## src/rtl/sevenseg_scan_capture.sv

```systemverilog
// Snoops a multiplexed 7-segment anode/segment/dp bus and rebuilds the per-digit hex values.
// A digit is captured once per stable window of SETTLE_CYCLES identical samples.
module sevenseg_scan_capture #(
   parameter int NUM_DIGITS    = 4,
   parameter int SETTLE_CYCLES = 16,
   parameter bit ACTIVE_LOW    = 1'b1
) (
   input  logic                    clk,
   input  logic                    rst,
   input  logic [NUM_DIGITS-1:0]   an_in,
   input  logic [6:0]              seg_in,
   input  logic                    dp_in,
   output logic [4*NUM_DIGITS-1:0] digits_out,
   output logic [NUM_DIGITS-1:0]   dp_out,
   output logic [NUM_DIGITS-1:0]   blank_out,
   output logic [NUM_DIGITS-1:0]   pattern_err,
   output logic                    multi_an_err,
   output logic                    frame_valid
);

   localparam int SW = NUM_DIGITS + 8;
   localparam logic [SW-1:0] INV_MASK = ACTIVE_LOW ? {SW{1'b1}} : {SW{1'b0}};
   localparam logic [7:0] CNT_MAX  = 8'(SETTLE_CYCLES);
   localparam logic [7:0] CNT_FIRE = 8'(SETTLE_CYCLES - 1);

   // Sample layout is {an, seg[6:0], dp}.
   logic [SW-1:0]         sync1_q, sync2_q, prev_q, samp;
   logic [7:0]            cnt_q;
   logic                  captured_q;
   logic                  same, cap_evt;
   logic [NUM_DIGITS-1:0] cap_an;
   logic [6:0]            cap_seg;
   logic                  cap_dp;
   logic                  an_none, an_onehot;
   logic                  store_evt;
   logic                  seg_blank;
   logic [4:0]            dec;
   logic [NUM_DIGITS-1:0] mask_q, mask_d;
   logic                  multi_q, frame_q;

   function automatic logic [4:0] hex_decode(input logic [6:0] s);
      // Returns {valid, nibble}; anything outside the 16 glyphs is invalid.
      case (s)
         7'h3F:   hex_decode = 5'h10;
         7'h06:   hex_decode = 5'h11;
         7'h5B:   hex_decode = 5'h12;
         7'h4F:   hex_decode = 5'h13;
         7'h66:   hex_decode = 5'h14;
         7'h6D:   hex_decode = 5'h15;
         7'h7D:   hex_decode = 5'h16;
         7'h07:   hex_decode = 5'h17;
         7'h7F:   hex_decode = 5'h18;
         7'h6F:   hex_decode = 5'h19;
         7'h77:   hex_decode = 5'h1A;
         7'h7C:   hex_decode = 5'h1B;
         7'h39:   hex_decode = 5'h1C;
         7'h5E:   hex_decode = 5'h1D;
         7'h79:   hex_decode = 5'h1E;
         7'h71:   hex_decode = 5'h1F;
         default: hex_decode = 5'h00;
      endcase
   endfunction

   assign samp    = sync2_q ^ INV_MASK;
   assign same    = (samp == prev_q);
   assign cap_evt = same && !captured_q && (cnt_q == CNT_FIRE);

   assign cap_an    = prev_q[SW-1:8];
   assign cap_seg   = prev_q[7:1];
   assign cap_dp    = prev_q[0];
   assign an_none   = (cap_an == '0);
   assign an_onehot = !an_none && ((cap_an & (cap_an - NUM_DIGITS'(1))) == '0);
   assign store_evt = cap_evt && an_onehot;
   assign seg_blank = (cap_seg == 7'h00);
   assign dec       = hex_decode(cap_seg);

   assign mask_d = mask_q | (store_evt ? cap_an : '0);

   always_ff @(posedge clk or posedge rst) begin
      if (rst) begin
         sync1_q    <= '0;
         sync2_q    <= '0;
         prev_q     <= '0;
         cnt_q      <= '0;
         captured_q <= 1'b0;
      end else begin
         sync1_q <= {an_in, seg_in, dp_in};
         sync2_q <= sync1_q;
         prev_q  <= samp;
         if (same) begin
            // Saturate so a long static bus never wraps into a second capture.
            if (cnt_q != CNT_MAX) cnt_q <= cnt_q + 8'd1;
            if (cap_evt) captured_q <= 1'b1;
         end else begin
            cnt_q      <= '0;
            captured_q <= 1'b0;
         end
      end
   end

   always_ff @(posedge clk or posedge rst) begin
      if (rst) begin
         mask_q  <= '0;
         multi_q <= 1'b0;
         frame_q <= 1'b0;
      end else begin
         frame_q <= 1'b0;
         if (cap_evt && !an_none && !an_onehot) multi_q <= 1'b1;
         if (mask_d == '1) begin
            frame_q <= 1'b1;
            mask_q  <= '0;
         end else begin
            mask_q  <= mask_d;
         end
      end
   end

   for (genvar gi = 0; gi < NUM_DIGITS; gi++) begin : g_digit
      logic [3:0] nib_q;
      logic       dp_q, blank_q, perr_q;
      logic       hit;

      assign hit = store_evt && cap_an[gi];

      always_ff @(posedge clk or posedge rst) begin
         if (rst) begin
            nib_q   <= '0;
            dp_q    <= 1'b0;
            blank_q <= 1'b0;
            perr_q  <= 1'b0;
         end else if (hit) begin
            dp_q <= cap_dp;
            if (seg_blank) begin
               nib_q   <= '0;
               blank_q <= 1'b1;
               perr_q  <= 1'b0;
            end else if (dec[4]) begin
               nib_q   <= dec[3:0];
               blank_q <= 1'b0;
               perr_q  <= 1'b0;
            end else begin
               // Unknown glyph: keep the last good nibble, just flag it.
               blank_q <= 1'b0;
               perr_q  <= 1'b1;
            end
         end
      end

      assign digits_out[4*gi +: 4] = nib_q;
      assign dp_out[gi]            = dp_q;
      assign blank_out[gi]         = blank_q;
      assign pattern_err[gi]       = perr_q;
   end

   assign multi_an_err = multi_q;
   assign frame_valid  = frame_q;

endmodule

```

## config.mk

```make
export PLATFORM = sky130hd
export DESIGN_NAME = sevenseg_scan_capture
export DESIGN_NICKNAME = d
export VERILOG_FILES = /design/src/rtl/sevenseg_scan_capture.sv
export SDC_FILE = /design/constraint.sdc
export NUM_CORES = 1
export LEC_CHECK = 0
export CAP_MARGIN = 20
export CORE_MARGIN = 3
export CORE_UTILIZATION = 55
export CTS_BUF_LIST = sky130_fd_sc_hd__clkbuf_8 sky130_fd_sc_hd__clkbuf_16
export DETAILED_ROUTE_END_ITERATION = 6
export GPL_ROUTABILITY_DRIVEN = 0
export GPL_TIMING_DRIVEN = 1
export HOLD_SLACK_MARGIN = 0.1
export MAX_ROUTING_LAYER = met4
export PLACE_DENSITY = 0.78
export SETUP_SLACK_MARGIN = 0.15
export SLEW_MARGIN = 20
export SYNTH_ARGS = -nofsm -noshare
export SYNTH_HDL_FRONTEND = slang
export SYNTH_SLANG_ARGS = --single-unit
```

## constraint.sdc

```tcl
create_clock -name clk -period 3.2 [get_ports clk]
set_input_delay 0.48 -clock clk [delete_from_list [all_inputs] [get_ports clk]]
set_output_delay 0.48 -clock clk [all_outputs]
set_load 0.02 [all_outputs]
```

==> flow_summary_export.csv, run 1 <==
group,metric,value,unit
run_status,status,"completed",
floorplan,initial_core_util,57.7,%
yosys,synth_area,3460,µm²
setup_path,r2r_start,"prev_q[4]$_DFF_PP0_",
floorplan,die_x,85.3,µm
setup_path,crit_fanout,20,
final_layout,final_cell_mix,"79 x dfrtp_1, 43 x clkdlybuf4s50_1, 27 x o21ai_0",
clock_tree,root_buffer,"clkbuf_8",
yosys,synth_ff_type,"dfrtp_1",
clock_tree,cts_tree,"done",
sta,setup_slack,720,ps
worst_hold_path,holdCritStartpoint,"sync1_q[1]$_DFF_PP0_",
yosys,synth-xor-area-share,4.82,%
placement,dp_hpwl,4330,µm
pwr,power.density,501,nW/µm²
floorplan,dieArea,7270,µm²
global_routing,grt_pass1_wl,10300,µm
setup_path,startpoint_type,"flop",
sta,tns,0,ps
setup_path,crit_start,"prev_q[4]$_DFF_PP0_",
route,drt_iter0_markers,137,
yosys,syn_avg_cell_area,11.4,µm²
clock_tree,clkSlewWorstSetupHoldPaths,80,ps
yosys,syn_inst,302,
placement,pre_cts_ws,724,ps
global_routing,grt_usage,18.7,%
sta,max_slew.worst_pin.slew,672,ps
floorplan,core_area,5990,µm²
clock_tree,postCtsResizedCells,0,
sta,final.min_clock_period,2480,ps
clock_tree,insertion_delay,340,ps
floorplan,row_count,28,
run,max_cap_viol_count,0,
sta,setup_viol,0,
final_layout,n_antenna_cell,0,
global_routing,grt_max_degree,35,
route,num_vias,2238,
worst_hold_path,min_path_type,"reg -> reg",
global_routing,overflow,0,
yosys,yosysUniqueCellTypes,53,
setup_path,crit_path_cell_trace,"or2_2 > a311oi_1 > and4bb_1 > nor2_1 > mux2_1",
final_layout,area_delta_synth_final,16.3,%
final_layout,drive_gt1_share,10.7,%
setup_path,reg2reg_depth,5,
clock_tree,numCtsBuffers,9,
sta,rsz0062_at_grt,"no",
global_routing,grt_pass1_vias,2150,
setup_path,cp.arrival,2700,ps
sta,fmax,0.403,GHz
sta,hold_ws,344,ps
pwr,peakVddDrop,0.377,mV
yosys,synth-seq-cells,79,
yosys,yosysWarningCount,0,
yosys,synth_compound_area_share,9.41,%
setup_path,crit_type,"reg -> reg",
worst_hold_path,worstHoldPathCells,0,
route,drc_errors,0,
floorplan,die_y,85.3,µm
yosys,muxShareOfSynthArea,4.67,%
yosys,ys_seq_area_share,57.2,%
yosys,synth_enable_flop_cells,0,
sta,final_hold_viol_count,0,
final_layout,nets,346,
sta,skew,9.81,ps
pwr,p_leak,1.77,nW
final_layout,final_common_cell,"dfrtp_1",
route,via_per_inst,5.46,
yosys,ys_async_sr_fraction,100,%
clock_tree,cts_num_sinks,79,
setup_path,end_kind,"flop",
yosys,synth_simple_gate_area_share,14.5,%
clock_tree,cts_setup_buffers,0,
yosys,synthAdderAreaFrac,1.01,%
route,post_drt_wl_per_cell,14.7,µm
floorplan,pin_count,44,
sta,final_max_slew_viol_count,0,
placement,port-buffer-count,43,
route,drt-total-wl,6030,µm
route,antenna_left,0,
route,first_pass_iters,4,
clock_tree,htreeDepth,3,
clock_tree,cts_hold_buf,0,
yosys,synth_top_family_by_area,"simple AND/OR/NAND/NOR gates",
yosys,syn-num-nets,318,
global_routing,antenna_found_initial,0,
pwr,p_total,2.01,mW
setup_path,slowest_delay,640,ps
setup_path,cp_slowest_cell,"and4bb_1",
sta,period_share,77.5,%
setup_path,cp.required,3420,ps
sta,maxSlewHeadroom,55.1,%
clock_tree,clk_path_buf_depth,2,
## final cells by class
cell class,count,area (µm²)
flip-flops and latches,79,1980
fillers,438,1970
clock inverters,6,109
multi-input cells,177,1190
repair buffers,45,445
well taps,75,93.8
clock buffers,10,138
inverters,18,67.6
## cell families after synthesis
group                    after synthesis
buffers and inverters                 46
XOR/XNOR                              19
AND/OR/NAND/NOR                       87
flip-flops                            79
adder cells (fa/ha/maj)                3
multiplexers                          12
AO/OA/AOI/OAI                         56
## final timing paths
| path | endpoint | slack [ps] |
|---|---|---|
| max in group asynchronous | g_digit[0].perr_q$_DFFE_PP0P_ | 1860 |
| min in group asynchronous | sync1_q[0]$_DFF_PP0_ | 560 |
| worst min-delay path | sync2_q[1]$_DFF_PP0_ | 340 |
| worst min register to register | sync2_q[1]$_DFF_PP0_ | 340 |
| worst max register to register | g_digit[0].nib_q[2]$_DFFE_PP0P_ | 720 |
| worst max-delay path | g_digit[0].nib_q[2]$_DFFE_PP0P_ | 720 |
## cell usage after synthesis (2+ instances only)
cell | instances | area (µm²)
nand2_1 | 16 | 60.1
nand3_1 | 8 | 40.0
o21ai_0 | 27 | 135
nor4b_1 | 3 | 26.3
ha_1 | 2 | 25.0
or3_1 | 3 | 18.8
nor4_1 | 9 | 56.3
buf_4 | 14 | 105
nand2_4 | 2 | 22.5
xor2_1 | 3 | 26.3
clkbuf_1 | 2 | 7.51
o21ai_1 | 3 | 15.0
nor2_1 | 17 | 63.8
buf_2 | 4 | 20.0
xnor2_1 | 16 | 140
or2_2 | 3 | 18.8
inv_1 | 18 | 67.6
dfrtp_1 | 79 | 1980
mux2_1 | 3 | 33.8
nand2b_1 | 5 | 31.3
nand3b_1 | 2 | 15.0
mux2_2 | 2 | 22.5
mux2_4 | 7 | 105
nor3_1 | 5 | 25.0
nand4_1 | 2 | 12.5
a21oi_1 | 13 | 65.1
buf_6 | 8 | 90.1
## sequential cells by signal, summed over array words and instances (netlist names)
register	flops
prev_q	12
sync2_q	12
g_digit.nib_q	16
g_digit.dp_q	4
sync1_q	12
mask_q	4
g_digit.perr_q	4
captured_q	1
frame_valid	1
multi_an_err	1
cnt_q	8
g_digit.blank_q	4
## per-stage QoR
step | instance area (µm²) | utilization [%] | std cells
floorplan | 3460 | - | 302
global placement | 3770 | 63.0 | 394
detailed placement | 3770 | 63.0 | 394
CTS | 4020 | 67.1 | 410
global route | 4020 | 67.1 | 410
finish | 4020 | 67.1 | 410
## per-layer routing
layer  up-vias  routed length, µm  track usage (%)
met3         9                375             4.66
met2        75               2840             29.0
li1       1079                  -                -
met1      1075               2730             23.6
met4         0                 87             7.63
met5         -                  0                -
## power breakdown
group	switching (mW)	internal (mW)
Clock	0.337	0.536
Sequential	0.0295	1.02
Combinational	0.0509	0.0406
## critical path: cells and delay by family, from the launching register on
kind / cells / cell delay (ps)
DFF: 1 / 550
muxes: 1 / 320
and+or+nand+nor: 3 / 1170
AOI/OAI and AO/OA: 1 / 320
Note: power is estimated with default switching activity, not from simulation.
==> inputs of run 2 (changes only) <==
CORE_UTILIZATION = 49   (was 55)
PLACE_DENSITY = 0.74   (was 0.78)
clock period = 2.1 ns   (was 3.2 ns; I/O delays follow)
==> flow_summary_export.csv, run 2 (synthesis gave the netlist of run 1 again) <==
group,metric,value,unit
run_status,status,"complete, but fails checks",
run_status,violations,"setup timing",
final_layout,final_common_cell,"dfrtp_1",
sta,setup_slack,-3.37,ps
setup_path,crit_fanout,7,
setup_path,worstSetupPathDepth,7,
sta,setup_viol,2,
final_layout,largest_reg_flops,16,
sta,final_max_slew_viol_count,0,
clock_tree,cts_hold_buf,0,
route,num_vias,2469,
clock_tree,clk_path_buf_depth,2,
placement,pre_cts_ws,-73.4,ps
final_layout,nets,393,
global_routing,grt_pass1_wl,11400,µm
floorplan,dieArea,8100,µm²
final_layout,drive_gt1_share,34.3,%
sta,skew,7.47,ps
pwr,p_total,2.96,mW
setup_path,crit_buf_inv,2,
setup_path,slowest_delay,470,ps
clock_tree,cts_tree,"done",
route,drc_errors,0,
global_routing,overflow,0,
sta,max_slew.worst_pin.slew,749,ps
route,drt-total-wl,7030,µm
setup_path,cp.required,2340,ps
worst_hold_path,min_path_type,"reg -> reg",
setup_path,cp_slowest_cell,"dfrtp_2",
sta,maxSlewHeadroom,49.9,%
setup_path,end_kind,"flop",
setup_path,reg2reg_depth,7,
sta,fmax,0.475,GHz
floorplan,row_count,29,
clock_tree,insertion_delay,350,ps
setup_path,crit_type,"reg -> reg",
floorplan,die_y,90.0,µm
route,first_pass_iters,4,
clock_tree,numCtsBuffers,9,
pwr,power.density,622,nW/µm²
placement,port-buffer-count,43,
global_routing,antenna_found_initial,0,
sta,final_hold_viol_count,0,
global_routing,grt_pass1_vias,2366,
worst_hold_path,worstHoldPathCells,0,
global_routing,grt_max_degree,35,
sta,rsz0062_at_grt,"yes",
final_layout,regMostFlops,"g_digit.nib_q",
clock_tree,clkSlewWorstSetupHoldPaths,80,ps
sta,final.min_clock_period,2100,ps
final_layout,final_cell_mix,"76 x dfrtp_1, 43 x clkdlybuf4s50_1, 31 x buf_4",
final_layout,n_antenna_cell,0,
pwr,p_leak,2.01,nW
setup_path,cp.arrival,2350,ps
clock_tree,cts_num_sinks,79,
run,max_cap_viol_count,0,
setup_path,startpoint_type,"flop",
route,via_per_inst,5.20,
clock_tree,htreeDepth,3,
sta,period_share,100,%
setup_path,path_delay_family,"simple AND/OR/NAND/NOR gates",
route,post_drt_wl_per_cell,14.8,µm
pwr,peakVddDrop,0.518,mV
setup_path,crit_path_cell_trace,"xnor2_2 > nor4_2 > and4_1 > buf_12 > nand3_4 > buf_6 > mux2_4",
final_layout,nFillCells,449,
final_layout,final_cell_area,4770,µm²
route,antenna_left,0,
placement,dp_hpwl,4670,µm
floorplan,die_x,90.0,µm
route,drt_iter0_markers,182,
placement,postPlaceCellArea,4150,µm²
global_routing,grt_usage,18.1,%
floorplan,core_area,6600,µm²
floorplan,pin_count,44,
clock_tree,root_buffer,"clkbuf_8",
floorplan,initial_core_util,52.3,%
final_layout,area_delta_synth_final,38.0,%
-- run 2: cell count changes in the layout (fill, tap and decap cells not counted), moves of 6 or more --
cell	change
buf_4	+29
a21oi_1	-6
buf_6	+12
o21ai_2	+11
o21ai_1	+13
o21ai_0	-24
-- run 2: path summary, 6_finish.rpt --
kind	from	to	slack, ps
hold / removal	sync1_q[4]$_DFF_PP0_	sync2_q[4]$_DFF_PP0_	350
min in group asynchronous	rst	cnt_q[3]$_DFFE_PP0P_	360
hold reg to reg	sync1_q[4]$_DFF_PP0_	sync2_q[4]$_DFF_PP0_	350
setup reg to reg	prev_q[7]$_DFF_PP0_	g_digit[0].perr_q$_DFFE_PP0P_	-3
setup / recovery	prev_q[7]$_DFF_PP0_	g_digit[0].perr_q$_DFFE_PP0P_	-3
max in group asynchronous	rst	prev_q[5]$_DFF_PP0_	1190
-- run 2: per-stage QoR --
stage                     hold WS, ps  TNS, ps  util (%)  cells
after floorplan                   331        0         -    302
after global placement            332     -602      62.8    450
after detailed placement          335     -716      62.8    450
after CTS                         353        0      68.5    469
after global routing              359     -365      72.2    475
final                             353    -4.77      72.2    475
-- run 2: worst reg2reg max path, delay by kind of cell (launching register included) --
kind / cells / cell delay (ps)
DFF: 1 / 470
xor gates and xnor gates: 1 / 170
muxes: 1 / 280
buffers and inverters: 2 / 320
and+or+nand+nor: 3 / 760
-- run 2: layout make-up --
cell class	count	area [µm²]	share of cell area (%)
inverter	18	71.3	1.50
tap	93	116	2.44
timing repair buffer	92	908	19.1
clock inverter	6	70.1	1.47
sequential	79	1980	41.5
multi-input combinational	177	1480	31.1
clock buffer	10	138	2.89
-- run 2: routing by layer --
| metal | routed length (µm) | vias up | track usage, % |
|---|---|---|---|
| met5 | 0 | - | - |
| met4 | 199 | 0 | 9.57 |
| met3 | 323 | 16 | 4.17 |
| met2 | 3610 | 75 | 28.8 |
| met1 | 2900 | 1197 | 21.6 |
| li1 | - | 1181 | - |
-- run 2: power breakdown --
part	total (mW)	internal, mW	switching [mW]
clock	1.14	0.584	0.559
sequential	1.59	1.56	0.0307
combinational	0.235	0.112	0.124
total	2.96	2.25	0.713
-- run 2: repair_timing --
item / in CTS / in global routing
buffers inserted: 2 / 6
pin swaps: 10 / 19
resized for setup: 45 / 55
endpoints found under the setup margin: 30 / 33
cloned: 1 / 0
